==> config.mk <==
export PLATFORM = sky130hd
export DESIGN_NAME = spike_event_encoder
export DESIGN_NICKNAME = d
export VERILOG_FILES = /design/src/rtl/spike_event_encoder.sv
export SDC_FILE = /design/constraint.sdc
export NUM_CORES = 1
export LEC_CHECK = 0
export CORE_MARGIN = 2
export CORE_UTILIZATION = 55
export CTS_CLUSTER_SIZE = 25
export DETAILED_ROUTE_END_ITERATION = 10
export PLACE_DENSITY_LB_ADDON = 0.08
export SLEW_MARGIN = 20
export SYNTH_ARGS = -nofsm -noshare
export SYNTH_HDL_FRONTEND = slang
export SYNTH_SLANG_ARGS = --single-unit
==> constraint.sdc <==
create_clock -name clk -period 5.3 [get_ports clk]
set_input_delay 1.06 -clock clk [delete_from_list [all_inputs] [get_ports clk]]
set_output_delay 1.06 -clock clk [all_outputs]
set_load 0.02 [all_outputs]
==> src/rtl/spike_event_encoder.sv <==
// spike_event_encoder: turns N parallel neuron spike lines into a serial stream
// of address events {neuron index, time-step stamp} delivered through a small
// FIFO to a valid/ready consumer. Spikes that collide with a still-pending
// spike of the same neuron set a sticky overflow flag.
//
// Optional feature macro: SPIKE_ENC_TIMESTAMP_EN
//   defined   -> time-step counter and per-entry stamp storage are built
//   undefined -> no stamp storage, timestep_tick ignored, event_ts tied to 0
module spike_event_encoder #(
  parameter int N      = 8,
  parameter int ADDR_W = 3,
  parameter int DEPTH  = 8,
  parameter int TS_W   = 8
) (
  input  logic                     clk,
  input  logic                     reset,
  input  logic                     enable,
  input  logic                     timestep_tick,
  input  logic [N-1:0]             spikes_in,
  output logic                     event_valid,
  input  logic                     event_ready,
  output logic [ADDR_W-1:0]        event_addr,
  output logic [TS_W-1:0]          event_ts,
  output logic [$clog2(DEPTH):0]   fifo_count,
  output logic                     overflow
);

  localparam int PTR_W = $clog2(DEPTH);
  localparam int CNT_W = PTR_W + 1;

  logic [N-1:0]        pending;
  logic [N-1:0]        clear_bit;
  logic [ADDR_W-1:0]   sel_idx;
  logic                push;
  logic                pop;
  logic                full;
  logic                dup_hit;
  logic [PTR_W-1:0]    wr_ptr;
  logic [PTR_W-1:0]    rd_ptr;
  logic [ADDR_W-1:0]   mem_addr [DEPTH];

`ifdef SPIKE_ENC_TIMESTAMP_EN
  logic [TS_W-1:0]     mem_ts [DEPTH];
  logic [TS_W-1:0]     ts_cnt;
`else
  logic                unused_tick;
  assign unused_tick = timestep_tick;
`endif

  assign full        = (fifo_count == CNT_W'(DEPTH));
  assign event_valid = (fifo_count != '0);
  assign pop         = event_valid && event_ready;
  assign push        = enable && (pending != '0) && (!full || pop);

  // Priority selector: lowest-index pending neuron wins, and its bit is
  // cleared only when the push actually happens.
  always_comb begin
    // NOTE: every always_comb output gets a default first so no latch is inferred.
    sel_idx   = '0;
    clear_bit = '0;
    for (int i = N - 1; i >= 0; i--) begin
      if (pending[i]) sel_idx = ADDR_W'(i);
    end
    if (push) clear_bit[sel_idx] = 1'b1;
  end

  // A new spike on a neuron whose previous spike has not yet been queued is lost.
  assign dup_hit = enable && ((spikes_in & pending & ~clear_bit) != '0);

  // Pending mask capture and sticky overflow flag.
  always_ff @(posedge clk) begin
    // NOTE: sequential state uses non-blocking assignments so all registers update together.
    if (reset) begin
      pending  <= '0;
      overflow <= 1'b0;
    end else if (enable) begin
      pending <= (pending & ~clear_bit) | spikes_in;
      if (dup_hit) overflow <= 1'b1;
    end
  end

  // FIFO pointers and occupancy; push and pop together leave the count unchanged.
  always_ff @(posedge clk) begin
    if (reset) begin
      wr_ptr     <= '0;
      rd_ptr     <= '0;
      fifo_count <= '0;
    end else begin
      if (push) wr_ptr <= wr_ptr + 1'b1;
      if (pop)  rd_ptr <= rd_ptr + 1'b1;
      case ({push, pop})
        2'b10:   fifo_count <= fifo_count + 1'b1;
        2'b01:   fifo_count <= fifo_count - 1'b1;
        default: fifo_count <= fifo_count;
      endcase
    end
  end

  // FIFO storage write port.
  always_ff @(posedge clk) begin
    // NOTE: storage is not reset; empty entries are masked at the output by event_valid.
    if (push) begin
      mem_addr[wr_ptr] <= sel_idx;
`ifdef SPIKE_ENC_TIMESTAMP_EN
      mem_ts[wr_ptr]   <= ts_cnt;
`endif
    end
  end

`ifdef SPIKE_ENC_TIMESTAMP_EN
  // Time-step counter; a push in the tick cycle stores the pre-increment value.
  always_ff @(posedge clk) begin
    if (reset) begin
      ts_cnt <= '0;
    end else if (enable && timestep_tick) begin
      ts_cnt <= ts_cnt + 1'b1;
    end
  end

  assign event_ts = event_valid ? mem_ts[rd_ptr] : '0;
`else
  assign event_ts = '0;
`endif

  assign event_addr = event_valid ? mem_addr[rd_ptr] : '0;

endmodule

==> results.cfg <==
[critical_path]
cp_common_cell = a21oi_1
max_stage_delay_ps = 560
path_buf_inv = 2
cp_max_fo = 12
start_kind = input pin
critPathTopFamily = compound AO/OA/AOI/OAI gates
crit_slowest_cell = o41ai_4
crit_required_ps = 5520
worst-r2r-setup-slack_ps = 2330
critPathKind = in -> reg
cp_cell_sequence = clkdlybuf4s50_1, nand2b_1, o41ai_4, a21oi_1, inv_2, ha_1, ha_1, a21o_1, a21oi_1, xnor2_1, or3_1, a21oi_1
crit_arrival_ps = 3960
cp-end-kind = flip-flop

[clocking]
cts.sinks = 46
cts_hold_buf = 0
cts-root-buf = clkbuf_8
cts-buffers-inserted = 5
clk_latency_ps = 300
path_clk_slew_ps = 80
cts_resized = 0
post-cts-setup-buffer-count = 0
htree_num_levels = 2
clock_path_buffers = 2
cts_tree = done

[floorplanning]
start_util = 0.5845
core_sq_um = 3716
die_x_microns = 66.84
io_pins = 30
die-area_sq_um = 4468
rows = 22
die_h_microns = 66.84

[layout]
drive_gt1_frac = 0.09314
diodes = 0
syn_to_final_growth_pct = 12.85
num-nets-final = 222
multiInputGateArea_sq_um = 893.4
final_core_util = 0.6596
register_area_sq_um = 1161
nFillCells = 286

[sta]
tightest_slew_ps = 905.2
finClkSkew_ps = 5.199
grt_setup_unrepaired = no
min_period_ps = 3739
fin_crit_sh = 0.7056
fin_tns_setup_ps = 0
max-slew-margin-rel = 0.3911
max_freq_ghz = 0.2674
slew_violations = 0
final-setup-viol-count = 0
hold_viol = 0

[routing]
drt_iter0_drc = 66
vias = 1426
ant_nets = 0
drtPass1Iterations = 5
detail_route.vias_per_cell = 5.659
drc = 0
wl_per_cell_microns = 15.12
drt_wl_total_mm = 3.810

[logic_synthesis]
yosysSeqAreaShare = 0.5346
synth_area_per_cell_sq_um = 11.68
syn-cell-area_sq_um = 2172
ys_warn_count = 0
ys.flop_type = edfxtp_1
ys_types = 47
synth_cells = 186
synth_edf_count = 24
async_flop_share = 0
synth_seq_cells = 46

[placement]
port_buffers = 20
dpl.hpwl_mm = 2.800
gp_congestion = 0.7978

[global_route]
antenna_found_initial = 0
track_usage = 0.2023
grt_pass1_vias = 1356
grt.overflow.total = 0
grt_max_degree = 21
grt_pass1_wl_mm = 6.506

[min_path]
hp-class = reg -> reg

[pwr]
leakagePower_nw = 0.8536
powerDensity_nw_per_um2 = 444.6
ir_drop_uv = 211.5

[flow_run]
maxCapViolCount = 0

[run_status]
status = finished clean
## metal layers
layer / share of wire / up-vias / global-route usage
li1: - / 695 / -
met1: 0.44 / 684 / 0.2598
met2: 0.50 / 40 / 0.3263
met3: 0.048 / 7 / 0.05743
met4: 0.016 / 0 / 0.07398
met5: 0 / - / 0
## layout by cell type, fill, tap and decap left out, drive strengths merged, types with 6 or more instances in the layout
master         count
inv                7
clkdlybuf4s50     20
dfxtp             22
edfxtp            24
clkbuf             6
mux4               6
a21oi             13
conb               8
nor2              25
nand2             10
## registers in the layout, indices dropped and copies added, names as in the netlist, named ones only
| register | flops |
|---|---|
| overflow | 1 |
| wr_ptr | 3 |
| mem_addr | 24 |
| fifo_count | 4 |
| pending | 8 |
| rd_ptr | 3 |
## logic make-up after synthesis
group           Yosys count  synth area share
other cells               1          0.001726
mux                      11           0.08525
simple gates             52            0.1187
compound gates           40            0.1313
xor+xnor                  6           0.02419
buf+inv                  24           0.06624
flops                    46            0.5346
fa+ha+maj                 6           0.03802
## cell type report
cell class	count	area share
inverters	7	0.01072
well taps	48	0.02450
multi-input cells	123	0.3645
repair buffers	20	0.08167
flip-flops and latches	46	0.4737
clock buffers	6	0.02961
clock inverters	2	0.01531
## stage by stage
step                worst slack (ps)  std cells  hold slack (ps)  area, sq um  total power [W]
finish                          1561        252            517.6         2451         0.001090
global route                    1325        252            551.0         2451         0.001156
CTS                             1610        252            512.8         2451         0.001100
detailed placement              1309        244            501.4         2341        0.0008444
global placement                1400        244            495.3         2341        0.0008287
floorplan                       2275        193            476.0         2198        0.0007324
## path summary, 6_finish.rpt
path                 start       endpoint  cells after the start
max reg2reg  fifo_count[0]  fifo_count[3]                     10
min             pending[6]     pending[6]                      2
min reg2reg     pending[6]     pending[6]                      2
max            event_ready  fifo_count[3]                     12
## power breakdown
part	switching [W]	total [W]	internal, W
Clock	0.000115	0.000255	0.000141
Sequential	0.0000607	0.000479	0.000419
Combinational	0.000180	0.000355	0.000175
## synth_stat cells, drive strengths merged, types with 5 or more instances
master  count  share of area
mux2i       5          0.023
o21ai       5          0.012
dfxtp      22           0.20
edfxtp     24           0.33
nand2      10          0.018
mux4        6          0.062
inv         7          0.012
a21oi      13          0.030
buf        16          0.052
nor2       25          0.048
ha          5          0.029
a22oi       5          0.017
## worst min-delay path, stage by stage (launching register included)
cell	delay, ps
dfxtp_1	340
o31ai_1	80
a21oi_1	60
Note: power is estimated with default switching activity, not from simulation.
